==> src/rtl/ex_div_pkg.sv <==
// Shared encodings for the EX-stage iterative divider.
// Imported by the divider top and its datapath.
package ex_div_pkg;

    localparam logic [1:0] OP_DIV  = 2'b00;
    localparam logic [1:0] OP_DIVU = 2'b01;
    localparam logic [1:0] OP_REM  = 2'b10;
    localparam logic [1:0] OP_REMU = 2'b11;

    localparam logic [31:0] DIV_MIN_NEG = 32'h8000_0000;

    typedef enum logic [1:0] {
        ST_IDLE,
        ST_CALC,
        ST_FIX,
        ST_DONE
    } div_state_e;

endpackage

==> src/rtl/ex_div_core.sv <==
// Restoring shift/subtract datapath, one quotient bit per step.
// Operates on magnitudes only; signs are handled by the caller.
module ex_div_core
    import ex_div_pkg::*;
#(
    parameter int XLEN = 32
) (
    input  logic            clock,
    input  logic            reset,
    input  logic            load,
    input  logic            step,
    input  logic [XLEN-1:0] dividend,
    input  logic [XLEN-1:0] divisor,
    output logic [XLEN-1:0] quo,
    output logic [XLEN-1:0] rem
);

    logic [XLEN-1:0] quo_q;
    logic [XLEN-1:0] rem_q;
    logic [XLEN-1:0] div_q;
    logic [XLEN:0]   rem_sh;
    logic [XLEN:0]   trial;
    logic            fits;

    // Shifted remainder needs XLEN+1 bits since it can reach 2*divisor-1.
    always_comb begin
        rem_sh = {rem_q, quo_q[XLEN-1]};
        trial  = rem_sh - {1'b0, div_q};
        fits   = ~trial[XLEN];
    end

    always_ff @(posedge clock or posedge reset) begin
        if (reset) begin
            quo_q <= '0;
            rem_q <= '0;
            div_q <= '0;
        end else if (load) begin
            quo_q <= dividend;
            rem_q <= '0;
            div_q <= divisor;
        end else if (step) begin
            quo_q <= {quo_q[XLEN-2:0], fits};
            rem_q <= fits ? trial[XLEN-1:0]
                          : rem_sh[XLEN-1:0];
        end
    end

    assign quo = quo_q;
    assign rem = rem_q;

endmodule

==> src/rtl/ex_div_unit.sv <==
// EX-stage RV32M divider: FSM, special cases and sign fix-up.
// Stalls the front of the pipe while the core iterates.
module ex_div_unit
    import ex_div_pkg::*;
#(
    parameter int XLEN  = 32,
    parameter int CNT_W = 6
) (
    input  logic            clock,
    input  logic            reset,
    input  logic            start,
    input  logic [1:0]      op,
    input  logic [XLEN-1:0] opA,
    input  logic [XLEN-1:0] opB,
    input  logic [4:0]      rd_in,
    input  logic            flush,
    output logic            busy,
    output logic            stall,
    output logic            done,
    output logic [XLEN-1:0] result,
    output logic [4:0]      rd_out
);

    div_state_e      state;
    logic [CNT_W-1:0] cnt;
    logic            is_rem_q;
    logic            q_neg_q;
    logic            r_neg_q;
    logic [4:0]      rd_q;

    logic            is_signed;
    logic            is_rem;
    logic            a_neg;
    logic            b_neg;
    logic            div_zero;
    logic            div_ovf;
    logic            special;
    logic            accept;
    logic [XLEN-1:0] a_abs;
    logic [XLEN-1:0] b_abs;
    logic [XLEN-1:0] spec_res;
    logic [XLEN-1:0] quo;
    logic [XLEN-1:0] rem;
    logic [XLEN-1:0] quo_fix;
    logic [XLEN-1:0] rem_fix;

    always_comb begin
        is_signed = (op == OP_DIV) || (op == OP_REM);
        is_rem    = (op == OP_REM) || (op == OP_REMU);
        a_neg     = is_signed & opA[XLEN-1];
        b_neg     = is_signed & opB[XLEN-1];
        a_abs     = a_neg ? -opA : opA;
        b_abs     = b_neg ? -opB : opB;
        div_zero  = (opB == '0);
        div_ovf   = is_signed
                  & (opA == DIV_MIN_NEG[XLEN-1:0])
                  & (opB == '1);
        special   = div_zero | div_ovf;
        accept    = (state == ST_IDLE) & start & ~flush;
        // Divide-by-zero wins over overflow; both bypass the iteration.
        if (div_zero)
            spec_res = is_rem ? opA : '1;
        else
            spec_res = is_rem ? '0 : DIV_MIN_NEG[XLEN-1:0];
        quo_fix   = q_neg_q ? -quo : quo;
        rem_fix   = r_neg_q ? -rem : rem;
    end

    ex_div_core #(
        .XLEN     (XLEN)
    ) u_core (
        .clock    (clock),
        .reset    (reset),
        .load     (accept & ~special),
        .step     (state == ST_CALC),
        .dividend (a_abs),
        .divisor  (b_abs),
        .quo      (quo),
        .rem      (rem)
    );

    always_ff @(posedge clock or posedge reset) begin
        if (reset) begin
            state    <= ST_IDLE;
            cnt      <= '0;
            is_rem_q <= 1'b0;
            q_neg_q  <= 1'b0;
            r_neg_q  <= 1'b0;
            rd_q     <= '0;
            done     <= 1'b0;
            result   <= '0;
            rd_out   <= '0;
        end else begin
            done <= 1'b0;
            if (flush) begin
                state <= ST_IDLE;
            end else begin
                unique case (state)
                    ST_IDLE: begin
                        if (start) begin
                            is_rem_q <= is_rem;
                            q_neg_q  <= a_neg ^ b_neg;
                            r_neg_q  <= a_neg;
                            rd_q     <= rd_in;
                            if (special) begin
                                result <= spec_res;
                                rd_out <= rd_in;
                                done   <= 1'b1;
                                state  <= ST_DONE;
                            end else begin
                                cnt    <= CNT_W'(XLEN);
                                state  <= ST_CALC;
                            end
                        end
                    end
                    ST_CALC: begin
                        cnt <= cnt - 1'b1;
                        if (cnt == CNT_W'(1))
                            state <= ST_FIX;
                    end
                    ST_FIX: begin
                        result <= is_rem_q ? rem_fix : quo_fix;
                        rd_out <= rd_q;
                        done   <= 1'b1;
                        state  <= ST_DONE;
                    end
                    ST_DONE: begin
                        state <= ST_IDLE;
                    end
                    default: state <= ST_IDLE;
                endcase
            end
        end
    end

    assign busy  = (state != ST_IDLE);
    assign stall = accept
                 | (state == ST_CALC)
                 | (state == ST_FIX);

endmodule
==> config.mk <==
export PLATFORM = sky130hd
export DESIGN_NAME = ex_div_unit
export DESIGN_NICKNAME = d
export VERILOG_FILES = /design/src/rtl/ex_div_pkg.sv /design/src/rtl/ex_div_core.sv /design/src/rtl/ex_div_unit.sv
export SDC_FILE = /design/constraint.sdc
export NUM_CORES = 1
export LEC_CHECK = 0
export CORE_MARGIN = 1.5
export CORE_UTILIZATION = 64
export CTS_CLUSTER_DIAMETER = 40
export CTS_CLUSTER_SIZE = 8
export DETAILED_ROUTE_END_ITERATION = 16
export GPL_TIMING_DRIVEN = 0
export PLACE_DENSITY = 0.88
export SYNTH_ARGS = -nofsm -noshare
export SYNTH_HDL_FRONTEND = slang
export SYNTH_HIERARCHICAL = 1
export SYNTH_SLANG_ARGS = --single-unit
==> constraint.sdc <==
create_clock -name clock -period 7.2 [get_ports clock]
set_input_delay 1.44 -clock clock [delete_from_list [all_inputs] [get_ports clock]]
set_output_delay 1.44 -clock clock [all_outputs]
set_load 0.005 [all_outputs]
==> Yosys cells after proc, flatten, opt, wreduce, memory -nomap -nowiden <==
Index checks and enable logic that the tools add are counted.
{ "word_totals": {"register_bits": 150, "in_bits": 75, "out_inout_bits": 40, "word_cells": 89} }
{ "classes": {"add_sub_neg": 6, "eq_ne": 13, "muxes": 31, "bitwise": 14, "n_reduce_logical": 13} }
{ "op_table": {"columns": ["cell", "n"], "rows": [
  ["$mux W32", 15],
  ["$neg A32 Y32", 4],
  ["$eq A32 B32 Y1 const B", 2],
  ["$pmux W32 S2", 1],
  ["$sub A33 B32 Y33", 1],
  ["$logic_not A32 Y1", 1],
  ["$mux W6", 2],
  ["$pmux W6 S2", 1],
  ["$mux W5", 2],
  ["$pmux W5 S2", 1],
  ["$eq A2 B2 Y1 const B", 4],
  ["$mux W2", 4],
  ["$pmux W2 S4", 1],
  ["$reduce_and A4 Y1", 2],
  ["$reduce_bool A2 Y1", 4],
  ["$and A1 B1 Y1", 7],
  ["$eq A6 B1 Y1 const B", 1],
  ["$ne A2 B2 Y1 const B", 3],
  ["$ne A3 B3 Y1 const B", 2],
  ["$sub A6 B1 Y6 const B", 1],
  ["$logic_not A2 Y1", 2],
  ["$mux W1", 3],
  ["$not A1 Y1", 3],
  ["$or A1 B1 Y1", 3],
  ["6 further kinds", 7]
]} }

==> Depth between registers and ports, before layout <==
Gate-level depths: netlist of the first run.
{ "logic_depth": {"word_depth": 9, "depth_mapped": 14, "depth_no_buf": 12} }

==> Hierarchy <==
The synthesis of the first run kept the hierarchy.
{ "by_module_without_submodules": {"columns": ["mod", "n_inst", "cells_each", "area_per_inst_um2", "seq_area_each_um2"], "rows": [
  ["ex_div_core", 1, 709, 6122.1, 2402.3],
  ["ex_div_unit", 1, 783, 6039.5, 1351.3]
]} }

==> Worst setup path after synthesis of the first run <==
Ideal clock, no wire load.
{ "synth_path": {"path_type": "input to register", "start": "in opB[14]", "end": "reg u_core.quo_q[3] (netlist: u_core/quo[3])", "setup_ns": 0.133, "arrival_ns": 4.091, "required_ns": 7.067, "setup_slack_ns": 2.976, "cell_stages": 10, "path_buffers": 3, "path_cell_list": "or4_4 > or4b_4 > or4_4 > o31a_1 > and2_1 > clkbuf_1 > clkbuf_1 > clkbuf_1 > nand2_1 > o21ai_0"} }
{ "synth_between": {"elab_chain_len": 6, "word_cells_on_any_way": 8, "classes_between": "eq/ne: 1; mux: 1; bitwise: 4; reduce/logical: 2"} }
{ "synth_rtl": {"columns": ["item", "line_no", "text"], "rows": [
  ["from (decl)", "ex_div_unit.sv:14", "input logic [XLEN-1:0] opB,"],
  ["$eq A32 B32 Y1", "ex_div_unit.sv:57", "& (opB == '1);"],
  ["$and A1 B1 Y1", "ex_div_unit.sv:57", null],
  ["$or A1 B1 Y1 *", "ex_div_unit.sv:58", "special = div_zero | div_ovf;"],
  ["$not A1 Y1 *", "ex_div_unit.sv:74", ".load (accept & ~special),"],
  ["$and A1 B1 Y1 *", "ex_div_unit.sv:74", null],
  ["$mux W32 or $reduce_bool A2 Y1 (tied branches)", null, null],
  ["to (signal assigned)", "ex_div_core.sv:38", "quo_q <= dividend;"],
  ["to (signal assigned)", "ex_div_core.sv:42", "quo_q <= {quo_q[XLEN-2:0], fits};"],
  ["to (decl)", "ex_div_core.sv:18", "logic [XLEN-1:0] quo_q;"]
]} }
Mark *: on every way between the ends. The rest lies on a longest branch, timed or not.
A chain may end at the register's enable or synchronous reset.

==> Worst setup path in the final report of the first run <==
{ "layout_path": {"start": "in opA[0]", "end": "reg u_core.quo_q[31] (netlist: u_core/quo[31])"} }
{ "layout_between": {"elab_chain_len": 7, "word_cells_on_any_way": 10, "classes_between": "add/sub: 1; eq/ne: 1; mux: 2; bitwise: 5; reduce/logical: 1"} }
{ "layout_rtl": {"columns": ["item", "line_no", "text"], "rows": [
  ["from (decl)", "ex_div_unit.sv:13", "input logic [XLEN-1:0] opA,"],
  ["branches (longest 7 deep; another with $neg A32 Y32)", null, null]
]} }
Several ways; the timed one is not identified.

==> results of run 1 <==
-- cell type report --
cell class,count,area share
Buffer,91,0.0299
Clock buffer,18,0.0309
Clock inverter,14,0.00987
Inverter,65,0.0174
Multi-Input combinational cell,1186,0.545
Sequential cell,150,0.264
Tap cell,234,0.0206
Timing Repair Buffer,114,0.0823
-- critical path: stages --
cell and delay [ps]:
clkdlybuf4s50_1 570, inv_1 150, ha_1 170, nor3b_1 710, nand4b_1 600, o31a_1 490, and2_1 350, clkbuf_1 380
clkbuf_1 440, clkbuf_1 450, nand2_1 210, o21ai_0 110
-- through the flow --
stage                     total power [mW]  hold WS (ps)  cells   util  cell area, sq um
after global placement                5.89           458   1838  0.728             13600
after global routing                  7.52           499   1872  0.762             14200
final                                 7.05           480   1872  0.762             14200
after floorplan                       4.76           445   1492      -             12200
after CTS                             6.93           481   1872  0.762             14200
after detailed placement              6.01           464   1840  0.731             13600
-- path summary, 6_finish.rpt --
path	startpoint	end	slack (ps)
max	opA[0]	u_core/quo[31]$_DFFE_PP0P_	1400
min	result[5]$_DFFE_PP0P_	result[5]$_DFFE_PP0P_	480
max reg2reg	state[1]$_DFFE_PP0P_	u_core/quo[31]$_DFFE_PP0P_	2750
min reg2reg	result[5]$_DFFE_PP0P_	result[5]$_DFFE_PP0P_	480
max in group asynchronous	reset	u_core/div_q[11]$_DFFE_PP0P_	4980
min in group asynchronous	reset	result[23]$_DFFE_PP0P_	1500
-- placed cells by master, fill, tap and decap left out, types with 18 or more instances in the layout --
master	netlist	final
a211oi_1	22	22
a21oi_1	97	97
clkbuf_1	68	68
clkdlybuf4s50_1	0	112
dfrtp_1	150	150
ha_1	42	42
inv_1	64	62
mux2i_1	64	64
nand2_1	190	190
nand2b_1	23	23
nand3_1	20	20
nand4_1	18	18
nor2_1	97	97
nor3_1	30	30
nor4_1	19	19
o211ai_1	24	24
o21ai_0	132	132
o21ai_1	26	26
o31ai_1	35	35
or4_1	18	18
xnor2_1	73	73
xor2_1	64	64
-- cells by family (layout without fill, tap and decap cells) --
group | after synthesis | count (layout)
and+or+nand+nor | 486 | 486
AOI/OAI and AO/OA | 453 | 453
buffers and inverters | 156 | 302
DFF | 150 | 150
xor gates and xnor gates | 137 | 137
muxes | 67 | 67
adders and majority gates | 43 | 43
-- metal layers --
layer	track usage	vias to the layer above	wire, microns
li1	-	5667	-
met1	0.492	5895	15700
met2	0.673	614	18600
met3	0.0635	167	2730
met4	0.229	0	2350
met5	0	-	0
-- where the power goes --
group	switching [mW]	internal, mW
Sequential	0.470	1.22
Combinational	2.60	1.86
Clock	0.403	0.495
Total	3.47	3.58
-- sequential cells by signal, summed over array words and instances (netlist names), 2 cells and up --
name / count
u_core/rem: 32
cnt: 6
u_core/quo: 32
result: 32
state: 2
rd_out: 5
u_core/div_q: 32
rd_q: 5
==> impl_metrics.toml, run 1 <==
[run_status]
status = "finished, final reports clean"

[clock_network]
htreeDepth = 4
clock_path_buffers = 2
cts.sinks = 150
cts.clk_slew.worst_paths_ps = 70
numCtsBuffers = 17
cts_tree = "built"
postCtsHoldBufs = 0
cts_setup_buffers = 0
cts_resized = 0
clock_latency_ps = 440
cts.root.buffer_cell = "clkbuf_16"

[routing]
routed-via-count = 12300
dr.pass1.iters = 7
drtAntennaViolNets = 0
first_iter_violations = 1132
avgViaCountPerCell = 6.59
wl_per_cell_microns = 21.0
route.detailed.drc = 0
routed_wl_mm = 39.4

[synthesis]
synth_most_common_cell = "nand2_1"
ys_seq_area_frac = 0.309
synth-adder-area-share = 0.0449
synth.avg_cell_area_sq_um = 8.15
synthMuxAreaShare = 0.0555
synthSimpleGateAreaFrac = 0.196
synth_area_leaders = "dfrtp_1 31%, nand2_1 5.9%, o21ai_0 5.4%, mux2i_1 5.3%, xnor2_1 5.3%"
synth_common_cells = "190 x nand2_1, 150 x dfrtp_1, 132 x o21ai_0"
synth_top_area_frac = 0.309
synth_edf_count = 0
synth_warnings = 6
netlist_instances = 1492
syn_nets = 1610
ys_ff_latch = 150
yosysUniqueCellTypes = 82
ys.flop_type = "dfrtp_1"
synth_compound_area_frac = 0.242
synth_area_sq_um = 12200
synth-async-reset-ratio = 1.00
synth_top_family_by_area = "compound AO/OA/AOI/OAI gates"
synth_area_leader_cell = "dfrtp_1"
synth_xor_area_frac = 0.0987

[worst_hold_path]
hp-class = "reg -> reg"
min_delay_path_depth = 1

[worst_setup_path]
arrival_ps = 6090
cp.required_ps = 7490
end_kind = "register"
critPathKind = "in -> reg"
startpoint_type = "primary input"
crit_path_max_fanout = 10
ff2ff_path_depth = 10

[floorplanning]
rows = 50
io_pins = 115
chipHeight_microns = 141
die_area_sq_um = 19800
die_w_microns = 141
start_util = 0.652
coreArea_sq_um = 18600

[layout]
syn2layout_area_growth_pct = 16.8
fin_nets = 1743
fillers = 1431
multi_input_area_sq_um = 7740
seq_area_sq_um = 3750
drive_gt1_frac = 0.0598
antennaDiodeCount = 0

[sta]
final-hold-violation-count = 0
relSlewSlack = 0.221
max_clock_freq_ghz = 0.172
fin_crit_ps = 5800
setup_ws_ps = 1400
fin_setup_tns_ps = 0
setup_viol = 0
worst_slew_pin_slew_ps = 1160
final.setup_skew_ps = 13.4
rsz0062_at_grt = "false"
fin_crit_sh = 0.805
report.final.slew_viol_count = 0

[job]
cap_violations = 0

[placement]
dp_slack_ps = 1210
gp_congestion = 0.968
io_buffers = 112
hpwlAfterDp_mm = 30.1

[global_routing]
grt_pass1_wl_mm = 62.3
antenna_found_initial = 0
grt_overflow = 0
grt_max_degree = 53
first_global_vias = 11900
gr-usage-all-layers = 0.401

[pwr]
powerDensity_nw_per_um2 = 496
power.leakage_nw = 5.60
ir_drop_v = 0.000322
No activity file was read; power rests on OpenSTA's default activity.
==> run 2, diff against run 1 <==
Settings changed: CORE_UTILIZATION 64 to 59, PLACE_DENSITY 0.88 to 0.82.
Clock period 7.2 ns to 5.5 ns, I/O delays scaled along.
==> run 2 against run 1 <==
Core utilization shrank 5.9 points. Largest cell class unchanged. Sequential share of layout area hardly changed. Highest routed layer unchanged. Sequential cell count stayed put.
==> impl_metrics.toml, run 2 (synthesis results as in run 1) <==
[run_status]
status = "finished, final reports clean"

[clock_network]
cts.sinks = 150
postCtsHoldBufs = 0
cts.clk_slew.worst_paths_ps = 70
htreeDepth = 4
cts_tree = "built"
clock_latency_ps = 440
clock_path_buffers = 2
cts.root.buffer_cell = "clkbuf_16"
numCtsBuffers = 17

[floorplanning]
start_util = 0.601
coreArea_sq_um = 20200
io_pins = 115
rows = 52
chipHeight_microns = 147
die_w_microns = 147
die_area_sq_um = 21500

[global_routing]
first_global_vias = 11500
grt_max_degree = 76
gr-usage-all-layers = 0.347
antenna_found_initial = 0
grt_pass1_wl_mm = 59.3
grt_overflow = 0

[worst_setup_path]
startpoint_type = "primary input"
critPathKind = "in -> reg"
cp.required_ps = 5850
end_kind = "register"
crit_path_max_fanout = 10
arrival_ps = 5830

[sta]
final.setup_skew_ps = 13.7
fin_setup_tns_ps = 0
setup_viol = 0
final-hold-violation-count = 0
max_clock_freq_ghz = 0.183
fin_crit_sh = 0.996
rsz0062_at_grt = "false"
relSlewSlack = 0.309
worst_slew_pin_slew_ps = 1030
fin_crit_ps = 5480
report.final.slew_viol_count = 0

[placement]
io_buffers = 112
hpwlAfterDp_mm = 28.6
gp_congestion = 1.04
dp_cells = 1876

[routing]
avgViaCountPerCell = 6.33
routed-via-count = 12100
drtAntennaViolNets = 0
routed_wl_mm = 37.3
wl_per_cell_microns = 19.5
dr.pass1.iters = 6
first_iter_violations = 1101
route.detailed.drc = 0

[layout]
drive_gt1_frac = 0.0604
final_cell_mix = "190 x nand2_1, 150 x dfrtp_1, 132 x o21ai_0, 112 x clkdlybuf4s50_1"
layout_commonest_cell = "nand2_1"
fin_nets = 1743
finalNonFillerCells = 1909
syn2layout_area_growth_pct = 17.0

[job]
cap_violations = 0

[pwr]
power.leakage_nw = 5.59
ir_drop_v = 0.000280
powerDensity_nw_per_um2 = 639

[worst_hold_path]
hp-class = "reg -> reg"
run 2: cell types whose count changed in the layout (fill, tap and decap cells not counted):
| cell | delta |
|---|---|
| clkinv_4 | +2 |
| bufinv_16 | -1 |
| clkbuf_8 | -1 |
| clkinv_2 | +1 |
| diode_2 | +1 |
| inv_8 | -1 |
| nor3b_1 | -1 |
| nor3b_2 | +1 |
run 2: metrics by stage:
step	setup WS, ps	power [mW]	utilization	hold slack (ps)	instance area (sq um)
after floorplan	1620	6.23	-	445	12200
after global placement	-255	7.65	0.673	459	13600
after detailed placement	-234	7.79	0.676	462	13700
after CTS	185	8.93	0.703	479	14200
after global routing	145	9.71	0.703	500	14200
final	22.4	9.09	0.703	473	14200
run 2: per-layer routing:
layer,track usage,wire length (microns)
met1,0.435,15100
met2,0.580,17500
met3,0.0503,2690
met4,0.188,1940
met5,0,0
run 2: repair_timing:
item,4_1_cts,5_1_grt
endpoints found under the setup margin,0,1
resized for setup,0,1
buffers inserted,0,0
run 2: area by class of cell:
class	instances	area (sq um)
Antenna cell	1	2.50
Clock inverter	15	121
Sequential cell	150	3750
Fill cell	1667	6010
Clock buffer	17	425
Buffer	91	425
Timing Repair Buffer	114	1170
Multi-Input combinational cell	1186	7740
Tap cell	270	338
Inverter	65	246
run 2: worst paths after layout:
check | startpoint | end | slack, ps | depth (start not counted)
max in group asynchronous | reset | u_core/div_q[10]$_DFFE_PP0P_ | 3790 | 3
min reg2reg | result[12]$_DFFE_PP0P_ | result[12]$_DFFE_PP0P_ | 470 | 1
max reg2reg | state[0]$_DFFE_PP0P_ | u_core/quo[27]$_DFFE_PP0P_ | 1050 | 10
min in group asynchronous | reset | u_core/quo[24]$_DFFE_PP0P_ | 1020 | 2
max | op[0] | u_core/quo[27]$_DFFE_PP0P_ | 20 | 12
min | result[12]$_DFFE_PP0P_ | result[12]$_DFFE_PP0P_ | 470 | 1
run 2: critical path, stage by stage:
cell             delay (ps)
clkdlybuf4s50_1         740
nand2b_1                170
clkbuf_1                420
nor3_1                  190
nand3_1                 240
o31a_1                  280
and2_1                  540
clkbuf_1                540
clkbuf_1                630
clkbuf_1                680
nand2_1                 150
o21ai_0                 130
run 2: power by group:
| group | leakage (nW) | total (mW) | switching [mW] | internal (mW) |
|---|---|---|---|---|
| logic | 3.45 | 5.78 | 3.35 | 2.43 |
| registers | 1.88 | 2.20 | 0.598 | 1.60 |
| clock network | 0.259 | 1.11 | 0.525 | 0.586 |
| total | 5.59 | 9.09 | 4.47 | 4.62 |
